### src/rtl/conv2d_layer_sequencer.sv
// conv2d_layer_sequencer
// Walks a 3x3-padded convolution layer: for every output channel it loops over
// all input channels, fetching one kernel per pass and streaming height rows of
// width+2 columns into the PE, then drains the PE before the next output channel.
// All control outputs are registered; pulses are one clock wide.
`timescale 1ns/1ps

module conv2d_layer_sequencer #(
    parameter int DIM_WIDTH = 8,
    parameter int CH_WIDTH  = 8
) (
    input  logic                 clk,
    input  logic                 Reset,
    input  logic                 start,
    input  logic [DIM_WIDTH-1:0] cfg_width,
    input  logic [DIM_WIDTH-1:0] cfg_height,
    input  logic [CH_WIDTH-1:0]  cfg_in_ch,
    input  logic [CH_WIDTH-1:0]  cfg_out_ch,
    output logic                 kernel_req,
    input  logic                 kernel_ack,
    input  logic                 PE_ready,
    input  logic                 PE_with_buffers_IDLE,
    output logic                 PE_Reset,
    output logic                 Load_kernel_reg,
    output logic                 Stream_mid_row,
    output logic                 Stream_last_row,
    output logic                 Output_valid,
    output logic                 Done_1row,
    output logic                 last_channel,
    output logic [7:0]           b_counter_output,
    output logic                 busy,
    output logic                 done,
    output logic                 cfg_error
);

    typedef enum logic [2:0] {
        IDLE        = 3'd0,
        LOAD_KERNEL = 3'd1,
        WAIT_READY  = 3'd2,
        STREAM      = 3'd3,
        ROW_END     = 3'd4,
        DRAIN       = 3'd5,
        DONE        = 3'd6
    } state_t;

    localparam logic [DIM_WIDTH:0]   COL_ONE = {{DIM_WIDTH{1'b0}}, 1'b1};
    localparam logic [DIM_WIDTH:0]   COL_TWO = {{(DIM_WIDTH-1){1'b0}}, 2'b10};
    localparam logic [DIM_WIDTH-1:0] DIM_ONE = {{(DIM_WIDTH-1){1'b0}}, 1'b1};
    localparam logic [CH_WIDTH-1:0]  CH_ONE  = {{(CH_WIDTH-1){1'b0}}, 1'b1};

    state_t               state_r;
    // Latched job geometry, stored as "last index" values so the counters
    // compare for equality and never need to wrap.
    logic [DIM_WIDTH:0]   col_last_r;   // width + 1 (extra bit: width=max still fits)
    logic [DIM_WIDTH-1:0] row_last_r;   // height - 1
    logic [CH_WIDTH-1:0]  in_last_r;    // in_ch - 1
    logic [CH_WIDTH-1:0]  out_last_r;   // out_ch - 1
    logic [DIM_WIDTH:0]   col_r;
    logic [DIM_WIDTH-1:0] row_r;
    logic [CH_WIDTH-1:0]  in_ch_r;
    logic [CH_WIDTH-1:0]  out_ch_r;

    logic                 cfg_ok_s;

    // A job is only accepted when every dimension is nonzero.
    always_comb begin
        cfg_ok_s = (cfg_width != '0) && (cfg_height != '0) &&
                   (cfg_in_ch != '0) && (cfg_out_ch != '0);
    end

    // Sequencer FSM with all PE control outputs registered alongside the state.
    always_ff @(posedge clk) begin
        if (Reset) begin
            state_r          <= IDLE;
            col_last_r       <= '0;
            row_last_r       <= '0;
            in_last_r        <= '0;
            out_last_r       <= '0;
            col_r            <= '0;
            row_r            <= '0;
            in_ch_r          <= '0;
            out_ch_r         <= '0;
            kernel_req       <= 1'b0;
            PE_Reset         <= 1'b0;
            Load_kernel_reg  <= 1'b0;
            Stream_mid_row   <= 1'b0;
            Stream_last_row  <= 1'b0;
            Output_valid     <= 1'b0;
            Done_1row        <= 1'b0;
            last_channel     <= 1'b0;
            b_counter_output <= 8'h00;
            busy             <= 1'b0;
            done             <= 1'b0;
            cfg_error        <= 1'b0;
        end else begin
            // Single-cycle strobes fall back to zero unless a state raises them.
            PE_Reset        <= 1'b0;
            Load_kernel_reg <= 1'b0;
            Stream_mid_row  <= 1'b0;
            Stream_last_row <= 1'b0;
            Output_valid    <= 1'b0;
            Done_1row       <= 1'b0;
            done            <= 1'b0;
            cfg_error       <= 1'b0;

            case (state_r)
                IDLE: begin
                    if (start) begin
                        if (cfg_ok_s) begin
                            col_last_r       <= {1'b0, cfg_width} + COL_ONE;
                            row_last_r       <= cfg_height - DIM_ONE;
                            in_last_r        <= cfg_in_ch - CH_ONE;
                            out_last_r       <= cfg_out_ch - CH_ONE;
                            col_r            <= '0;
                            row_r            <= '0;
                            in_ch_r          <= '0;
                            out_ch_r         <= '0;
                            b_counter_output <= 8'h00;
                            PE_Reset         <= 1'b1;
                            kernel_req       <= 1'b1;
                            busy             <= 1'b1;
                            last_channel     <= (cfg_in_ch == CH_ONE);
                            state_r          <= LOAD_KERNEL;
                        end else begin
                            cfg_error <= 1'b1;
                        end
                    end
                end

                LOAD_KERNEL: begin
                    // kernel_req stays high until the loader acknowledges.
                    if (kernel_ack) begin
                        kernel_req      <= 1'b0;
                        Load_kernel_reg <= 1'b1;
                        state_r         <= WAIT_READY;
                    end
                end

                WAIT_READY: begin
                    if (PE_ready) begin
                        state_r <= STREAM;
                    end
                end

                STREAM: begin
                    // A beat is consumed only while the PE is ready; otherwise col holds.
                    if (PE_ready) begin
                        Stream_mid_row  <= (row_r != row_last_r);
                        Stream_last_row <= (row_r == row_last_r);
                        Output_valid    <= (col_r >= COL_TWO);
                        if (col_r == col_last_r) begin
                            col_r     <= '0;
                            Done_1row <= 1'b1;
                            state_r   <= ROW_END;
                        end else begin
                            col_r <= col_r + COL_ONE;
                        end
                    end
                end

                ROW_END: begin
                    if (row_r != row_last_r) begin
                        row_r   <= row_r + DIM_ONE;
                        state_r <= WAIT_READY;
                    end else begin
                        row_r <= '0;
                        if (in_ch_r != in_last_r) begin
                            in_ch_r      <= in_ch_r + CH_ONE;
                            last_channel <= ((in_ch_r + CH_ONE) == in_last_r);
                            kernel_req   <= 1'b1;
                            state_r      <= LOAD_KERNEL;
                        end else begin
                            state_r <= DRAIN;
                        end
                    end
                end

                DRAIN: begin
                    // The PE must empty its buffers before the bias index moves on.
                    if (PE_with_buffers_IDLE) begin
                        if (out_ch_r != out_last_r) begin
                            out_ch_r         <= out_ch_r + CH_ONE;
                            b_counter_output <= 8'(out_ch_r + CH_ONE);
                            in_ch_r          <= '0;
                            last_channel     <= (in_last_r == '0);
                            kernel_req       <= 1'b1;
                            state_r          <= LOAD_KERNEL;
                        end else begin
                            done    <= 1'b1;
                            state_r <= DONE;
                        end
                    end
                end

                DONE: begin
                    busy         <= 1'b0;
                    last_channel <= 1'b0;
                    state_r      <= IDLE;
                end

                default: begin
                    kernel_req   <= 1'b0;
                    busy         <= 1'b0;
                    last_channel <= 1'b0;
                    state_r      <= IDLE;
                end
            endcase
        end
    end

endmodule

### config.mk
export PLATFORM = sky130hd
export DESIGN_NAME = conv2d_layer_sequencer
export DESIGN_NICKNAME = d
export VERILOG_FILES = /design/src/rtl/conv2d_layer_sequencer.sv
export SDC_FILE = /design/constraint.sdc
export NUM_CORES = 1
export LEC_CHECK = 0
export ABC_AREA = 1
export CORE_ASPECT_RATIO = 0.5
export CORE_MARGIN = 4
export CORE_UTILIZATION = 61
export DETAILED_ROUTE_END_ITERATION = 7
export MAX_ROUTING_LAYER = met4
export PLACE_DENSITY = 0.86
export SETUP_SLACK_MARGIN = 0.05
export SYNTH_ARGS = -nofsm -noshare
export SYNTH_HDL_FRONTEND = slang
export SYNTH_SLANG_ARGS = --single-unit
### constraint.sdc
create_clock -name clk -period 4.2 [get_ports clk]
set_input_delay 0.84 -clock clk [delete_from_list [all_inputs] [get_ports clk]]
set_output_delay 0.84 -clock clk [all_outputs]
set_load 0.05 [all_outputs]
# --- Word-level counts from Yosys, hierarchy flattened ---
# Cells that the tools add are included.
totals:
  rom_bits: 0
  ramBits: 0
  n_memories: 0
  out_inout_bits: 19
  ff_bits: 80
  word_cells: 140
  latchBits: 0
classes:
  div: 0
  bitwise: 10
  multipliers: 0
  order_cmp: 1
  eq_ne: 23
  addsub: 8
  n_mux: 49
  shift: 0
  reduce_logical: 29
op_table:
  columns: ["operator", "n"]
  rows:
  - ["$mux 8", 9]
  - ["$mux 9", 4]
  - ["$pmux 8 s2", 2]
  - ["$reduce_bool 8->1", 4]
  - ["$mux 3", 10]
  - ["$add 8x1->8 const B", 3]
  - ["$ne 8x8->1", 3]
  - ["$pmux 8 s3", 1]
  - ["$sub 8x1->8 const B", 3]
  - ["$reduce_and 7->1", 3]
  - ["$ne 2x2->1 const B", 10]
  - ["$mux 1", 18]
  - ["$pmux 3 s6", 1]
  - ["$pmux 9 s2", 1]
  - ["$eq 8x8->1", 2]
  - ["$reduce_or 3->1", 5]
  - ["$not 1->1", 10]
  - ["$add 8x1->9 const B", 1]
  - ["$add 9x1->9 const B", 1]
  - ["$eq 3x3->1 const B", 3]
  - ["$eq 9x9->1", 1]
  - ["$ge 9x2->1 const B", 1]
  - ["$reduce_and 3->1", 3]
  - ["$eq 8x1->1 const B", 1]
  - ["other kinds (15)", 20]

# --- Logic depth before layout (Yosys ltp) ---
# Gate-level depths: netlist of run 1.
depth:
  ltp_word: 7
  depth_mapped: 13

# --- Least setup slack after synthesis of run 1 ---
# Ideal clock, no wire load.
synth_path:
  kind: "in2reg"
  startpoint: "input cfg_height[0]"
  endpoint: "register col_last_r[2]"
  cell_stages: 11
  path_slack_ns: 2.083
  t_arrival_ns: 1.985
  path_buffers: 1
  cell_sequence: "inv_1 -> ha_1 -> nand3_1 -> nor2_1 -> nor2_1 -> nand2_1 -> inv_1 -> nand3_2 -> inv_2 -> clkbuf_1 -> a21oi_1"
synth_between:
  elab_chain_len: 5
synth_lines:
  columns: ["element", "line", "rtl"]
  rows:
  - ["start, declared", "16", "input logic [DIM_WIDTH-1:0] cfg_height,"]
  - ["$reduce_bool 8->1", "67", "cfg_ok_s = (cfg_width != '0) && (cfg_height != '0) &&"]
  - ["$logic_and 1x1->1 (2 in series)", "67", null]
  - ["$logic_and 1x1->1", "68", "(cfg_in_ch != '0) && (cfg_out_ch != '0);"]
  - ["$reduce_and 3->1 (no source line)", null, null]
  - ["end signal, assigned", "110", "col_last_r <= {1'b0, cfg_width} + COL_ONE;"]
  - ["end, declared", "54", "logic [DIM_WIDTH:0] col_last_r;"]
# Every way passes these cells.
# A chain may end at the register's enable or synchronous reset.

# --- Worst setup path in the final report of run 1 ---
layout_path:
  startpoint: "input cfg_height[0]"
  endpoint: "register col_r[1]"
layout_between:
  elab_chain_len: 6
layout_lines:
  columns: ["element", "line", "rtl"]
  rows:
  - ["$reduce_bool 8->1", "67", null]
  - ["$logic_and 1x1->1 (2 in series)", "67", null]
  - ["$logic_and 1x1->1", "68", null]
  - ["$ne 2x2->1 (no source line)", null, null]
  - ["$reduce_and 4->1 (no source line)", null, null]
  - ["end signal, assigned", "156", "col_r <= col_r + COL_ONE;"]
  - ["end, declared", "58", "logic [DIM_WIDTH:0] col_r;"]
# Every way passes these cells.

==> results of run 1 <==
-- metal layers --
metal	vias up	track usage	routed length (um)
met5	-	-	0
met2	236	0.431	5600
met4	0	0.0869	225
met1	2281	0.361	5850
li1	2482	-	-
met3	30	0.0652	1110
-- placed cells by master (no fill, tap or decap), drive strengths merged --
| cell type | count |
|---|---|
| clkbuf | 13 |
| o21ai | 39 |
| nand4 | 9 |
| nor2 | 105 |
| inv | 89 |
| clkdlybuf4s50 | 56 |
| o2111ai | 1 |
| buf | 3 |
| xnor2 | 27 |
| a31oi | 1 |
| nand3b | 3 |
| o211ai | 4 |
| dfxtp | 80 |
| nor3 | 16 |
| nor4 | 3 |
| ha | 14 |
| nand3 | 56 |
| xor2 | 31 |
| a21oi | 59 |
| nor3b | 1 |
| nand2 | 192 |
| bufinv | 2 |
| clkinv | 1 |
-- area by class of cell --
cell class,count,area [sq um],share of cell area
Tap cell,108,135,0.0232
Clock buffer,13,250,0.0430
Multi-Input combinational cell,561,2860,0.490
Timing Repair Buffer,59,583,0.100
Inverter,89,334,0.0574
Sequential cell,80,1600,0.275
Clock inverter,3,65.1,0.0112
-- kinds of logic after synthesis --
| group | share of synthesized area |
|---|---|
| XOR/XNOR | 0.104 |
| adder cells (fa/ha/maj) | 0.0358 |
| AO/OA/AOI/OAI | 0.111 |
| buffers and inverters | 0.0899 |
| flip-flops | 0.327 |
| AND/OR/NAND/NOR | 0.333 |
-- stage by stage --
stage          utilization  hold WS, ns  worst slack, ns  total power [uW]
3_5_place_dp         0.728        0.466             1.15              2420
2_1_floorplan            -        0.444             2.08              2100
6_report             0.769        0.479             1.44              3320
4_1_cts              0.769        0.478             1.50              3280
3_3_place_gp         0.728        0.456             1.23              2390
5_1_grt              0.769        0.505             1.24              3530
-- report_power, final --
part | internal, uW | total, uW | switching [uW]
clock network | 537 | 850 | 314
registers | 926 | 1090 | 166
logic | 453 | 1380 | 924
total | 1920 | 3320 | 1400
-- critical path, stage by stage --
cell and delay (ns):
clkdlybuf4s50_1 0.39, inv_1 0.13, ha_1 0.17, nand3_1 0.07, nor2_1 0.20, nor2_1 0.08, nand2_1 0.11, inv_1 0.06
nand3_2 0.07, buf_4 0.39, nand2_2 0.23, o21ai_0 0.13, nand2_1 0.06, nor2_1 0.11
-- path summary, 6_finish.rpt --
check	end	slack [ns]
min reg2reg	out_last_r[5]	0.48
min	out_last_r[5]	0.48
max	col_r[1]	1.44
max reg2reg	in_ch_r[6]	2.11
==> flow_summary.toml, run 1 <==
[timing]
finalHoldViolCount = 0
skew_ns = 0.00603
rsz0062_at_grt = "false"
fmax_mhz = 362
finalSetupViolations = 0
finalCriticalPeriod_ns = 2.76
slew_violations = 0
fin_tns_setup_ns = 0
slew_headroom = 0.464
max_slew.worst_pin.slew_ns = 0.804
min_period_over_period = 0.658

[synthesis]
synthTopCellsByArea = "dfxtp_1 (33%), nand2_1 (14%), nor2_1 (7.7%)"
synthFlopType = "dfxtp_1"
synth_edf_count = 0
synth_common_cells = "nand2_1 (186), nor2_1 (100), inv_1 (81), dfxtp_1 (80), a21oi_1 (57)"
yosys_warnings = 0
syn_avg_cell_area_sq_um = 6.49
synth_nets = 806
syn_area_sq_um = 4900
synth.most_common_cell = "nand2_1"
synth.distinct_cells = 30
ys_seq_elements = 80
netlist.top_cell.by_area = "dfxtp_1"
ys_seq_area_frac = 0.327
synth_top_area_frac = 0.327
synthArstFlopShare = 0
syn_inst = 754

[critical_path]
critPathRequiredTime_ns = 4.49
arrival_ns = 3.05
cp-start-kind = "primary input"
worst-path-max-fanout = 41
r2r_cells = 12
end_kind = "flip-flop"
cp-startpoint = "cfg_height[0]"
path_class = "primary input to flip-flop"
r2r_start = "state_r[1]"

[clock_tree]
cts_tree = "yes"
clk_pin_slew_ns = 0.06
ctsResizeCount = 0
cts_hold_buf = 0
htree_num_levels = 3
clockBufferDepth = 2
cts.sinks = 80
post_cts_buffers = 0
clk_latency_ns = 0.35
cts_buffers = 9
clockRootBuffer = "clkbuf_16"

[grt]
grt_pass1_wl_mm = 21.0
grt_pass1_vias = 4453
grt_usage = 0.277
antenna_found_initial = 0
grt_overflow = 0
grt_max_degree = 42

[hold_path]
hp-start = "out_last_r[5]"
worst_hold_path.num_cells = 2
hold_path_class = "flip-flop to flip-flop"

[place]
placed_cells = 897
hpwl_mm = 9.07
place.gp.congestion = 0.927
placed_area_sq_um = 5510
portBuffers = 56

[outcome]
outcome = "completed"

[floorplan]
die_w_um = 135
design.core.area_sq_um = 7570
dieHeight_um = 71.4
placement_rows = 22
start_util = 0.647
die_area_sq_um = 9610
ios = 57

[cells_and_area]
reg_top3 = "col_last_r: 9 flops, col_r: 9 flops"
fin_area_sq_um = 5820
fin_nets = 852
area_growth_pct = 18.9
n_fill_cell = 609
layout-drive-gt1-share = 0.0484
final_cells = 913
antenna_cells = 0

[routing]
vias_per_cell = 5.51
drt_iter0_drc = 435
vias = 5029
dr.pass1.iters = 5
drt-total-wl_mm = 12.8
drc_errors = 0
wl_per_cell_um = 14.0
antenna_left = 0

[pwr]
peakVddDrop_mv = 0.391
powerDensity_nw_per_um2 = 570
p_leak_uw = 0.00252

[run]
maxCapViolations = 0
Note: power is estimated with default switching activity, not from simulation.
==> inputs of run 2 (changes only) <==
- CORE_UTILIZATION: 61 -> 57
- PLACE_DENSITY: 0.86 -> 0.81
- clock period: 4.2 -> 2.6 ns (I/O delays scaled with it)
==> flow_summary.toml, run 2 (synthesis results as in run 1) <==
[pwr]
p_leak_uw = 0.00260
powerDensity_nw_per_um2 = 942
peakVddDrop_mv = 0.523

[cells_and_area]
area_growth_pct = 21.9
final_common_cell = "nand2_1"
multi_input_area_sq_um = 2860
antenna_cells = 0
fin_nets = 862
reg_top3 = "col_last_r: 9 flops, col_r: 9 flops"
most-common-layout-cells = "nand2_1 (186), nor2_1 (100), inv_1 (81), dfxtp_1 (80), a21oi_1 (57)"
n_fill_cell = 692
layout-drive-gt1-share = 0.0638
regArea_sq_um = 1600

[grt]
grt_pass1_wl_mm = 21.2
grt_pass1_vias = 4574
grt_overflow = 0
grt_usage = 0.262
antenna_found_initial = 0
grt_max_degree = 34

[routing]
drt_iter0_drc = 356
dr.pass1.iters = 5
vias = 4920
drt-total-wl_mm = 12.7
antenna_left = 0
wl_per_cell_um = 13.7
vias_per_cell = 5.31
drc_errors = 0

[place]
place.gp.congestion = 0.953
hpwl_mm = 9.22
portBuffers = 56

[clock_tree]
cts_tree = "yes"
clk_latency_ns = 0.34
post_cts_buffers = 0
cts_hold_buf = 0
clockBufferDepth = 2
clk_pin_slew_ns = 0.06
cts_buffers = 9
cts.sinks = 80
clockRootBuffer = "clkbuf_16"
htree_num_levels = 3
ctsResizeCount = 0

[timing]
max_slew.worst_pin.slew_ns = 0.590
rsz0062_at_grt = "false"
fin_tns_setup_ns = 0
hold_slack_ns = 0.471
slew_headroom = 0.605
skew_ns = 0.00664
slew_violations = 0
fmax_mhz = 455
finalCriticalPeriod_ns = 2.20
min_period_over_period = 0.845
finalSetupViolations = 0
finalHoldViolCount = 0

[floorplan]
dieHeight_um = 73.5
ios = 57
die_w_um = 139
design.core.area_sq_um = 8170
placement_rows = 23
start_util = 0.599
die_area_sq_um = 10200

[critical_path]
worst-path-max-fanout = 6
critPathRequiredTime_ns = 2.82
path_class = "primary input to flip-flop"
end_kind = "flip-flop"
arrival_ns = 2.42
cp-start-kind = "primary input"

[run]
maxCapViolations = 0

[outcome]
outcome = "completed"

[hold_path]
hold_path_class = "flip-flop to flip-flop"
[run 2: changes by cell type in the layout (fill, tap and decap cells not counted), sizes merged]
cell,before,now
buf,3,13
bufinv,2,4
clkbuf,13,10
clkinv,1,2
[run 2: cell type report]
| cell class | count | share of cell area |
|---|---|---|
| multi-input cells | 561 | 0.478 |
| flip-flops and latches | 80 | 0.268 |
| repair buffers | 69 | 0.112 |
| inverters | 89 | 0.0560 |
| clock buffers | 10 | 0.0400 |
| well taps | 112 | 0.0235 |
| clock inverters | 6 | 0.0218 |
[run 2: path summary, 6_finish.rpt]
kind,to,slack (ns),start,cells past startpoint
min reg2reg,row_last_r[6],0.47,row_last_r[6],2
max reg2reg,in_ch_r[7],0.48,state_r[0],9
max,in_ch_r[7],0.40,cfg_height[0],14
min,row_last_r[6],0.47,row_last_r[6],2
[run 2: per-stage QoR]
step / std cells / total power, uW / setup slack (ns) / util / cell area (sq um)
3_3_place_gp: 911 / 3950 / 0.143 / 0.685 / 5600
4_1_cts: 927 / 5580 / 0.390 / 0.731 / 5970
6_report: 927 / 5620 / 0.403 / 0.731 / 5970
3_5_place_dp: 911 / 4000 / 0.0810 / 0.685 / 5600
2_1_floorplan: 754 / 3390 / 0.789 / - / 4900
5_1_grt: 927 / 6010 / 0.162 / 0.731 / 5970
[run 2: report_power, final]
group	switching [uW]	total [uW]	internal, uW
Sequential	268	1760	1500
Combinational	1480	2290	810
Clock	507	1560	1060
[run 2: routing by layer]
metal  wire length (um)  track usage  up-vias
li1                   -            -     2514
met1               6040        0.343     2251
met2               5720        0.418      143
met3                791       0.0637       12
met4                104       0.0586        0
met5                  0            -        -
[run 2: critical path: stages]
cell	delay, ns
clkdlybuf4s50_1	0.39
inv_1	0.13
ha_1	0.16
nand3_1	0.07
nor2_1	0.21
nor2_1	0.08
nand2_1	0.11
nand2_1	0.14
nand2_2	0.13
nor2_1	0.06
nand2_1	0.22
nand2_1	0.09
nand2_1	0.07
nor2_1	0.04
==> inputs of run 3 (changes only) <==
- clock period: 2.6 -> 2.25 ns (I/O delays scaled with it)
==> flow_summary.toml, run 3 (synthesis results as in run 1) <==
[critical_path]
critPathRequiredTime_ns = 1.80
crit_chain = "clkdlybuf4s50_1"
crit_cells = 1
path_buf_inv = 1
worst-path-max-fanout = 6
arrival_ns = 1.66
cp_top_family = "buffers and inverters"
cp-start-kind = "flip-flop"
r2r_cells = 8
path_class = "flip-flop to output port"
slowest_delay_ns = 0.86
end_kind = "output port"
cp_slowest_cell = "clkdlybuf4s50_1"

[timing]
max_slew.worst_pin.slew_ns = 0.562
rsz0062_at_grt = "true"
finalCriticalPeriod_ns = 2.11
min_period_over_period = 0.938
slew_headroom = 0.624
finalHoldViolCount = 0
fin_tns_setup_ns = 0
hold_slack_ns = 0.472
skew_ns = 0.00398
finalSetupViolations = 0
fmax_mhz = 474
slew_violations = 0

[grt]
grt_overflow = 0
antenna_found_initial = 0
grt_pass1_vias = 4531
grt_max_degree = 34
grt_usage = 0.260
grt_pass1_wl_mm = 21.1

[place]
place.gp.congestion = 0.971
hpwl_mm = 9.62
portBuffers = 56
placed_cells = 938

[pwr]
p_leak_uw = 0.00270
finalPower_uw = 6240
powerDensity_nw_per_um2 = 1020
peakVddDrop_mv = 0.865

[routing]
wl_per_cell_um = 13.1
drc_errors = 0
drt-total-wl_mm = 12.5
antenna_left = 0
vias = 5046
drt_iter0_drc = 424
vias_per_cell = 5.29
dr.pass1.iters = 6

[clock_tree]
clockRootBuffer = "clkbuf_16"
cts_tree = "yes"
clk_pin_slew_ns = 0.06
ctsResizeCount = 0
cts_hold_buf = 0
clockBufferDepth = 2
cts.sinks = 80
post_cts_buffers = 0
clk_latency_ns = 0.34
cts_buffers = 9
htree_num_levels = 3

[cells_and_area]
area_growth_pct = 25.2
reg_top3 = "col_last_r: 9 flops, col_r: 9 flops"
n_fill_cell = 671
final_cells = 953
final_common_cell = "nand2_1"
final_util = 0.750
antenna_cells = 0
most-common-layout-cells = "nand2_1 (185), nor2_1 (99), inv_1 (81), dfxtp_1 (80), a21oi_1 (57)"
layout-drive-gt1-share = 0.0939
fin_nets = 889

[hold_path]
hold_path_class = "flip-flop to flip-flop"
worst_hold_path.num_cells = 2

[floorplan]
start_util = 0.599
design.core.area_sq_um = 8170
dieHeight_um = 73.5
ios = 57
die_w_um = 139
placement_rows = 23
die_area_sq_um = 10200

[run]
maxCapViolations = 0

[outcome]
outcome = "completed"
-- run 3: cell types whose count changed in the layout (fill, tap and decap cells not counted), sizes merged --
cell      change
buf          +27
bufinv        -4
clkbuf        +2
clkinvlp      +1
-- run 3: final timing paths --
kind	start	end	slack (ns)
setup / recovery	out_ch_r[3]	b_counter_output[3]	0.14
hold / removal	out_last_r[0]	out_last_r[0]	0.47
setup reg to reg	state_r[0]	out_ch_r[4]	0.23
hold reg to reg	out_last_r[0]	out_last_r[0]	0.47
-- run 3: tightest hold or removal path, stage by stage (launching register included) --
cell	delay [ns]
dfxtp_1	0.31
inv_1	0.06
a21oi_1	0.06
-- run 3: area by class of cell --
cell class / count / area (sq um) / share of cell area
Multi-Input combinational cell: 561 / 2860 / 0.466
Sequential cell: 80 / 1600 / 0.261
Timing Repair Buffer: 96 / 923 / 0.151
Inverter: 89 / 334 / 0.0545
Clock buffer: 12 / 256 / 0.0418
Tap cell: 112 / 140 / 0.0228
Clock inverter: 3 / 17.5 / 0.00286
-- run 3: layer usage --
layer	GRT usage	vias up	share of wire
met5	-	-	0
met4	0.0694	0	0.012
met3	0.0572	17	0.076
met2	0.409	209	0.45
met1	0.345	2258	0.46
li1	-	2562	-
-- run 3: metrics by stage --
step / setup WS (ns) / area [sq um]
detailed placement: -0.115 / 5850
floorplan: 0.439 / 4900
CTS: 0.137 / 6130
finish: 0.139 / 6130
global placement: -0.0650 / 5850
global route: 0.0417 / 6130
-- run 3: power breakdown --
part | switching [uW] | internal, uW
Sequential | 308 | 1730
Clock | 561 | 797
Combinational | 1740 | 1100
